==> src/rtl/nd_mem_loader.sv <==
// Write-side loader for the tridiagonal off-diagonal (ND) memory: packs a serial
// element stream into {upper, lower} row words and issues one write per row.
module nd_mem_loader #(
  parameter int NO_OF_NON_DIAGONALS = 2,
  parameter int A_MEM_HEIGHT        = 64,
  parameter int ELEMENT_WIDTH       = 32,
  parameter int ADDR_WIDTH          = 6
) (
  input  logic                                          clk,
  input  logic                                          rst_n,
  input  logic                                          start,
  input  logic [ADDR_WIDTH:0]                           num_rows,
  input  logic                                          in_valid,
  output logic                                          in_ready,
  input  logic [ELEMENT_WIDTH-1:0]                      in_data,
  output logic                                          wr_en,
  output logic [ADDR_WIDTH-1:0]                         wr_addr,
  output logic [ELEMENT_WIDTH*NO_OF_NON_DIAGONALS-1:0]  wr_data,
  output logic                                          busy,
  output logic                                          done,
  output logic                                          error
);

  localparam logic [ADDR_WIDTH:0] MIN_ROWS = (ADDR_WIDTH+1)'(2);
  localparam logic [ADDR_WIDTH:0] MAX_ROWS = (ADDR_WIDTH+1)'(A_MEM_HEIGHT);

  typedef enum logic [1:0] {IDLE, COLLECT, WRITE, DONE} state_t;

  state_t                     state, state_nxt;
  logic [ADDR_WIDTH-1:0]      row;
  logic [ADDR_WIDTH-1:0]      last_row;
  logic                       lower_filled;
  logic [ELEMENT_WIDTH-1:0]   lower;
  logic [ELEMENT_WIDTH-1:0]   upper;
  logic                       start_ok;
  logic                       accept;
  logic                       row_is_last;
  logic                       row_complete;

  assign start_ok     = start && (num_rows >= MIN_ROWS) && (num_rows <= MAX_ROWS);
  assign accept       = in_valid && (state == COLLECT);
  assign row_is_last  = (row == last_row);
  // First and last rows carry a single element; interior rows need two.
  assign row_complete = (row == '0) || row_is_last || lower_filled;

  always_ff @(posedge clk or negedge rst_n) begin
    if (!rst_n) begin
      state <= IDLE;
    end else begin
      state <= state_nxt;
    end
  end

  always_comb begin
    state_nxt = state;
    in_ready  = 1'b0;
    wr_en     = 1'b0;
    wr_addr   = '0;
    wr_data   = '0;
    busy      = 1'b0;
    done      = 1'b0;
    case (state)
      IDLE: begin
        if (start_ok) state_nxt = COLLECT;
      end
      COLLECT: begin
        in_ready = 1'b1;
        busy     = 1'b1;
        if (accept && row_complete) state_nxt = WRITE;
      end
      WRITE: begin
        wr_en     = 1'b1;
        busy      = 1'b1;
        wr_addr   = row;
        wr_data   = {upper, lower};
        state_nxt = row_is_last ? DONE : COLLECT;
      end
      DONE: begin
        done      = 1'b1;
        state_nxt = IDLE;
      end
      default: state_nxt = IDLE;
    endcase
  end

  always_ff @(posedge clk or negedge rst_n) begin
    if (!rst_n) begin
      row          <= '0;
      last_row     <= '0;
      lower_filled <= 1'b0;
      lower        <= '0;
      upper        <= '0;
      error        <= 1'b0;
    end else begin
      error <= 1'b0;
      case (state)
        IDLE: begin
          if (start_ok) begin
            last_row     <= ADDR_WIDTH'(num_rows - 1'b1);
            row          <= '0;
            lower_filled <= 1'b0;
            lower        <= '0;
            upper        <= '0;
          end else if (start) begin
            error <= 1'b1;
          end
        end
        COLLECT: begin
          if (accept) begin
            if (row == '0) begin
              upper <= in_data;
            end else if (row_is_last) begin
              lower <= in_data;
            end else if (!lower_filled) begin
              lower        <= in_data;
              lower_filled <= 1'b1;
            end else begin
              upper <= in_data;
            end
          end
        end
        WRITE: begin
          // Clear the row word so padded slots of the next row read as zero.
          if (!row_is_last) begin
            row          <= row + 1'b1;
            lower_filled <= 1'b0;
            lower        <= '0;
            upper        <= '0;
          end
        end
        default: ;
      endcase
    end
  end

endmodule

==> config.mk <==
export PLATFORM = sky130hd
export DESIGN_NAME = nd_mem_loader
export DESIGN_NICKNAME = d
export VERILOG_FILES = /design/src/rtl/nd_mem_loader.sv
export SDC_FILE = /design/constraint.sdc
export NUM_CORES = 1
export LEC_CHECK = 0
export CORE_ASPECT_RATIO = 0.75
export CORE_UTILIZATION = 50
export CTS_CLUSTER_DIAMETER = 150
export CTS_CLUSTER_SIZE = 28
export DETAILED_ROUTE_END_ITERATION = 12
export PLACE_DENSITY_LB_ADDON = 0.2
export SYNTH_ARGS = -nofsm -noshare
export SYNTH_HDL_FRONTEND = slang
export SYNTH_SLANG_ARGS = --single-unit
export TNS_END_PERCENT = 10
==> constraint.sdc <==
create_clock -name clk -period 4.1 [get_ports clk]
set_clock_uncertainty 0.05 [all_clocks]
set_input_delay 0.82 -clock clk [delete_from_list [all_inputs] [get_ports clk]]
set_output_delay 0.82 -clock clk [all_outputs]
set_load 0.1 [all_outputs]
* Yosys cells after proc, flatten, opt, wreduce, memory -nomap -nowiden
Cells that the tools add are included.
** Word-level totals
- Flip-flop bits (word level) :: 80
- Bits in latches :: 0
- RAM bits :: 0
- Memory bits (read-only) :: 0
- Input bits :: 43
- Logic and storage cells :: 75
- Memories kept :: 0
** Cells by class
- $add $sub $neg :: 2
- Multipliers :: 0
- Divide/modulo/power cells :: 0
- Magnitude comparators :: 2
- Equal/unequal tests :: 13
- Shift-type cells :: 0
- Mux-type cells :: 34
- Bitwise logic cells :: 0
- Reductions and logical operators :: 17
** Operator list (count)
- two-way mux 32 bit :: 10
- case mux 32 bit (3 select lines) :: 2
- two-way mux 64 bit :: 1
- two-way mux 6 bit :: 3
- AND reduction 6 bit :: 3
- two-way mux 1 bit :: 12
- case mux 6 bit (2 select lines) :: 1
- != test 2 bit (second input constant) :: 5
- case mux 2 bit (4 select lines) :: 1
- greater-or-equal comparator 7 x 2 -> 1 bit (second input constant) :: 1
- less-or-equal comparator 7 bit (second input constant) :: 1
- adder 6 x 1 -> 6 bit (second input constant) :: 1
- == test 6 bit :: 1
- logical NOT 6 bit :: 1
- two-way mux 2 bit :: 3
- != test 3 x 2 -> 1 bit (second input constant) :: 2
- subtractor 6 x 1 -> 6 bit (second input constant) :: 1
- == test 2 bit (second input constant) :: 2
- logical AND 1 bit :: 4
- AND reduction 2 bit :: 2
- != test 3 bit (second input constant) :: 1
- case mux 1 bit (3 select lines) :: 1
- AND reduction 3 bit :: 1
- nonzero test 3 bit :: 1
- 6 further kinds :: 7

* Logic depth before layout (Yosys ltp)
Gate-level depths: netlist of the first run.
- Depth after elaboration :: 6
- Depth in mapped cells :: 9

* Worst setup path after synthesis of the first run
No wires, ideal clock.
- Path type :: register to output
- Start point :: reg state[0]
- End point :: out wr_data[63]
- Data arrival time :: 2.928 ns
- Data required time :: 3.230 ns
- Setup slack :: 0.302 ns
- Stages on the path, launching flop included :: 5
- Path buffers :: 0
- Cell sequence :: dfrtp_1 > inv_1 > ha_1 > inv_1 > nor2_1
** On the way
- Word-level cells in the longest chain between the ends :: 2
** RTL lines
- start, declared :: RTL line 29 : state_t state, state_nxt;
- start signal, assigned :: RTL line 50 : state <= state_nxt;
- == test 2 bit :: RTL line 62 : case (state)
- two-way mux 64 bit :: RTL line 62
- end, declared :: RTL line 18 : output logic [ELEMENT_WIDTH*NO_OF_NON_DIAGONALS-1:0] wr_data,
No other way between the ends.

* Worst setup path after layout of the first run
Same ends and word-level chain as after synthesis.

==> impl_metrics.json, run 1 <==
{
  "power.density_nw_per_um2": 769,
  "cts_hold_buffers": 0,
  "die_y_um": 81.6,
  "overflow": 0,
  "design.die.area_um2": 8810,
  "cts_setup_buffers": 0,
  "synth_compound_area_frac": 0.121,
  "cp-startpoint": "state[0]",
  "synthAdderAreaFrac": 0.0237,
  "yosys_warnings": 0,
  "syn_inst": 375,
  "clk_latency_ns": 0.35,
  "htree_levels": 3,
  "drt_wl_total_mm": 9.99,
  "ant_nets": 0,
  "cts_buffers": 9,
  "slowest_delay_ns": 0.86,
  "yosysMostFrequentCell": "and2_1",
  "ys_seq_area_frac": 0.474,
  "io_buffers": 117,
  "preCtsSetupSlack_ns": 0.547,
  "row_count": 28,
  "ys_top_cells_by_count": "97 x and2_1, 80 x dfrtp_1, 34 x a22o_1",
  "cts_tree": "yes",
  "slowest_stage": "ha_2",
  "cp_max_fo": 72,
  "synth_mux_area_frac": 0.116,
  "antenna_found_initial": 0,
  "finalPower_mw": 4.17,
  "ios": 118,
  "clock_sinks": 80,
  "grt_max_degree": 81,
  "end_kind": "primary output",
  "hp-start": "lower[18]",
  "worst_r2r_startpoint": "state[0]",
  "drt_iter0_drc": 181,
  "layout-drive-gt1-share": 0.271,
  "leakagePower_nw": 2.65,
  "maxSlewViolCount": 0,
  "via_per_inst": 5.39,
  "async_reset_ff_frac": 1.00,
  "setup_viol": 0,
  "max_slew.worst_pin.slew_ns": 1.02,
  "yosys.area.top_type": "dfrtp_1",
  "synth_top_area_share": 0.474,
  "synth_edf_count": 0,
  "setup_tns_ns": 0,
  "grt_pass1_wl_mm": 16.0,
  "hold_depth": 1,
  "start_util": 0.526,
  "required_ns": 3.23,
  "n_antenna_cell": 0,
  "hold_viol_final": 0,
  "cp_cell_sequence": "inv_1 -> ha_2 -> inv_1 -> nor2_1 -> buf_4",
  "drc": 0,
  "cts-root-buf": "clkbuf_8",
  "crit_buf_inv": 3,
  "crit_cells": 5,
  "place_congestion": 0.869,
  "maxSlewHeadroom": 0.321,
  "synth_area_um2": 4220,
  "min_period_ns": 3.46,
  "cpMostUsedCell": "inv_1",
  "final_nets": 537,
  "startpoint_type": "flip-flop",
  "ys_ff_latch": 80,
  "die_x_um": 108,
  "grt_pass1_vias": 3160,
  "coreArea_um2": 8020,
  "hpwl_mm": 6.92,
  "cp.arrival_ns": 2.59,
  "syn_nets": 426,
  "fillers": 642,
  "grt_setup_unrepaired": "false",
  "synth_top_family_by_area": "simple AND/OR/NAND/NOR gates",
  "synthSimpleGateAreaFrac": 0.205,
  "drt-pass1-iter-count": 4,
  "vias": 3206,
  "cap_violations": 0,
  "fin_crit_sh": 0.843,
  "crit_type": "flip-flop to primary output",
  "layout_setup_ws_ns": 0.644,
  "synthTopCellsByArea": "dfrtp_1 47%, and2_1 14%, mux2_4 10%, a22o_1 7.1%, ha_1 2.4%",
  "grtUsageTotal": 0.239,
  "hold_class": "flip-flop to flip-flop",
  "clockBufferDepth": 2,
  "ir_drop_uv": 363,
  "yosys.area_share.xor_xnor": 0.0208,
  "status": "finished clean",
  "routedWlPerCell_um": 16.8,
  "critPathTopFamily": "adder cells",
  "path_clk_slew_ns": 0.08,
  "area_growth_pct": 28.6,
  "reg2regPathDepth": 7,
  "fmax_mhz": 289,
  "synthDistinctLibCells": 46,
  "synthFlopType": "dfrtp_1",
  "cts_resized": 0,
  "synth.avg_cell_area_um2": 11.3
}
==> where the power goes <==
part | internal, mW | switching, mW
clock | 0.213 | 0.287
sequential | 1.03 | 0.147
combinational | 0.897 | 1.60
==> layer usage <==
layer	global-route usage	part of all wire	vias to the layer above
met3	0.0579	0.068	13
met2	0.375	0.46	111
li1	-	-	1518
met1	0.335	0.46	1564
met5	0	0	-
met4	0.0603	0.014	0
==> cell type report <==
| cell class | count | area, um^2 | share of cell area |
|---|---|---|---|
| repair buffers | 123 | 1030 | 0.190 |
| well taps | 105 | 131 | 0.0242 |
| clock inverters | 6 | 37.5 | 0.00692 |
| inverters | 12 | 45.0 | 0.00830 |
| flip-flops and latches | 80 | 2000 | 0.369 |
| clock buffers | 9 | 124 | 0.0228 |
| multi-input cells | 260 | 2050 | 0.379 |
==> worst reg2reg max path: cells and delay by family, from the launching register on <==
| family | cells | cell delay (ns) |
|---|---|---|
| compound gates | 2 | 0.62 |
| fa+ha+maj | 1 | 0.51 |
| buf+inv | 2 | 0.48 |
| flops | 1 | 0.42 |
| mux | 1 | 0.39 |
| simple gates | 1 | 0.33 |
==> registers in the layout (all words and copies together), names as in the netlist <==
register,cells
lower,32
upper,32
last_row,6
row,6
state,2
error,1
lower_filled,1
==> stage by stage <==
stage               instance area (um^2)  std cells  hold WS (ns)  utilization
finish                              5430        595         0.453        0.677
global route                        5430        595         0.463        0.677
global placement                    5270        580         0.418        0.656
detailed placement                  5270        580         0.430        0.656
CTS                                 5430        595         0.452        0.677
floorplan                           4220        375         0.408            -
==> placed cells by master, fill, tap and decap left out, types with 2 or more instances in the layout <==
cell             instances
a21oi_1                  2
a221o_1                  2
a22o_1                  34
and2_1                  97
and3_1                   2
buf_4                   79
clkbuf_8                 9
clkdlybuf4s50_1         44
clkinv_2                 3
clkinvlp_4               3
dfrtp_1                 80
ha_1                     7
inv_1                   12
mux2_2                   3
mux2_4                  29
mux2i_1                  2
nand2_1                 14
nand3_1                  6
nand4_1                  2
nor2_1                   9
nor3_1                   5
nor4_1                   2
o2111ai_1                2
o21ai_0                  9
xnor2_1                  9
==> worst paths after layout <==
| kind | endpoint | slack (ns) |
|---|---|---|
| max | wr_data[63] | 0.64 |
| min | lower[18] | 0.45 |
| min in group asynchronous | last_row[1] | 0.57 |
| max reg2reg | upper[0] | 1.17 |
| min reg2reg | lower[18] | 0.45 |
| max in group asynchronous | upper[27] | 2.78 |
==> kinds of logic (layout without fill, tap and decap cells) <==
group	count (synthesis)	after routing
simple gates	147	147
xor+xnor	10	10
fa+ha+maj	8	8
compound gates	61	61
buf+inv	35	150
mux	34	34
flops	80	80
Note: power is estimated with default switching activity, not from simulation.
==> run 2, diff against run 1 <==
--- a/config.mk
+++ b/config.mk
@@ -6,7 +6,7 @@
 export NUM_CORES = 1
 export LEC_CHECK = 0
 export CORE_ASPECT_RATIO = 0.75
-export CORE_UTILIZATION = 50
+export CORE_UTILIZATION = 44
 export CTS_CLUSTER_DIAMETER = 150
 export CTS_CLUSTER_SIZE = 28
 export DETAILED_ROUTE_END_ITERATION = 12
==> constraint.sdc (replaced) <==
create_clock -name clk -period 2.9 [get_ports clk]
set_clock_uncertainty 0.05 [all_clocks]
set_input_delay 0.58 -clock clk [delete_from_list [all_inputs] [get_ports clk]]
set_output_delay 0.58 -clock clk [all_outputs]
set_load 0.1 [all_outputs]
==> run 2 against run 1 <==
  * Clock power rose to 2.5 times the previous value
  * Combinational power up 63%
  * Power is 68% higher
  * Register-to-register slack got worse by 0.83 ns
  * Hold slack got worse by 0.087 ns
  * Final cell count is 6.1% higher
  * Critical path type is now input pin to flip-flop
  * Largest power group unchanged
  * Via count rose by 3.0%
  * Global-route usage shrank 1.7 points
  * Wire length increased by 5.8%
==> impl_metrics.json, run 2 (same netlist as run 1, synthesis figures left out) <==
{
  "status": "finished clean",
  "grt_pass1_wl_mm": 17.0,
  "antenna_found_initial": 0,
  "gr-max-usage-layer": "met2",
  "final_nets": 550,
  "design.die.area_um2": 9990,
  "use_met2": 0.352,
  "drt_wl_total_mm": 10.6,
  "fin_crit_sh": 0.931,
  "min_period_ns": 2.70,
  "worst_r2r_startpoint": "row[3]",
  "start_util": 0.461,
  "leakagePower_nw": 3.02,
  "area_growth_pct": 57.9,
  "via_per_inst": 5.23,
  "required_ns": 3.06,
  "maxSlewViolCount": 0,
  "io_buffers": 117,
  "hold_viol_final": 0,
  "crit_buf_inv": 2,
  "end_kind": "flip-flop",
  "ant_nets": 0,
  "layout_common_cells": "95 x and2_1, 80 x dfrtp_1, 74 x buf_12",
  "final_area_um2": 6660,
  "die_x_um": 115,
  "placed_cells_incl_taps": 616,
  "routedWlPerCell_um": 16.7,
  "row_count": 30,
  "cp.arrival_ns": 2.86,
  "coreArea_um2": 9160,
  "fmax_mhz": 370,
  "grt_setup_unrepaired": "false",
  "final_common_cell": "and2_1",
  "startpoint_type": "input pin",
  "crit_type": "input pin to flip-flop",
  "cts_tree": "yes",
  "cts_buffers": 9,
  "power.density_nw_per_um2": 1050,
  "slowest_stage": "clkdlybuf4s50_1",
  "ir_drop_uv": 916,
  "overflow": 0,
  "dpl-instance-area_um2": 6320,
  "cp_max_fo": 15,
  "layout-drive-gt1-share": 0.306,
  "drc": 0,
  "grtUsageTotal": 0.222,
  "cts-root-buf": "clkbuf_16",
  "drt_iter0_drc": 192,
  "clk_latency_ns": 0.33,
  "vias": 3302,
  "reg_top3": "lower x32, upper x32",
  "slowest_delay_ns": 0.47,
  "stdcell_count": 631,
  "die_y_um": 86.8,
  "clock_sinks": 80,
  "maxSlewHeadroom": 0.326,
  "n_antenna_cell": 0,
  "htree_levels": 3,
  "max_slew.worst_pin.slew_ns": 1.01,
  "place_congestion": 0.889,
  "grt_pass1_vias": 3310,
  "cap_violations": 0,
  "cp-startpoint": "num_rows[1]",
  "ios": 118,
  "cp_cell_sequence": "clkdlybuf4s50_1 -> nor3_1 -> a21boi_0 -> o21a_1 -> a2111oi_4 -> buf_4 -> mux2_4",
  "finalPower_mw": 6.99,
  "grt_use_met3": 0.0580,
  "hold_class": "input pin to asynchronous set/reset pin",
  "critPathTopFamily": "compound AO/OA/AOI/OAI gates",
  "met1_usage": 0.304,
  "clockBufferDepth": 2,
  "grt_max_degree": 81,
  "hpwl_mm": 7.53,
  "fin_util": 0.727,
  "path_clk_slew_ns": 0.06,
  "setup_viol": 0,
  "drt-pass1-iter-count": 4
}
==> run 2: cell count changes in the layout (fill, tap and decap cells not counted), sizes merged <==
cell,delta
buf,+16
bufinv,+3
clkbuf,+1
clkdlybuf4s50,-3
clkinv,-2
clkinvlp,-3
inv,+1
==> run 2: stage by stage <==
stage,setup TNS (ns),setup slack (ns),hold slack (ns)
final,0,0.200,0.366
after floorplan,-1.90,-0.0514,0.234
after global routing,0,0.0703,0.461
after CTS,0,0.0439,0.415
after global placement,-1.37,-0.0561,0.427
after detailed placement,-2.78,-0.120,0.424
==> run 2: cell type report <==
| type | instances | area, um^2 |
|---|---|---|
| Fill cell | 667 | 2500 |
| Multi-Input combinational cell | 260 | 2070 |
| Timing Repair Buffer | 136 | 2050 |
| Sequential cell | 80 | 2000 |
| Clock buffer | 10 | 229 |
| Tap cell | 128 | 160 |
| Clock inverter | 5 | 104 |
| Inverter | 12 | 45.0 |
==> run 2: power breakdown <==
| group | switching [mW] | internal (mW) | total (mW) |
|---|---|---|---|
| combinational | 2.38 | 1.69 | 4.07 |
| clock | 0.430 | 0.838 | 1.27 |
| sequential | 0.198 | 1.46 | 1.66 |
| total | 3.01 | 3.98 | 6.99 |
==> run 2: what timing repair did <==
item | CTS | global route
gates resized for setup | 0 | 1
endpoints found under the setup margin | 0 | 4
hold buffers | 0 | 0
setup buffers | 0 | 0
==> run 2: final timing paths <==
kind | endpoint | slack [ns] | depth (start not counted)
min in group clk | lower[22] | 0.44 | 1
min | upper[28] | 0.37 | 1
max | upper[3] | 0.20 | 7
max in group asynchronous | row[0] | 1.77 | 1
min reg2reg | lower[22] | 0.44 | 1
max reg2reg | upper[3] | 0.34 | 6
==> run 2: layer usage <==
| layer | part of all wire | vias to the layer above |
|---|---|---|
| met5 | 0 | - |
| met4 | 0.0074 | 0 |
| met3 | 0.068 | 8 |
| met2 | 0.47 | 118 |
| met1 | 0.45 | 1628 |
| li1 | - | 1548 |
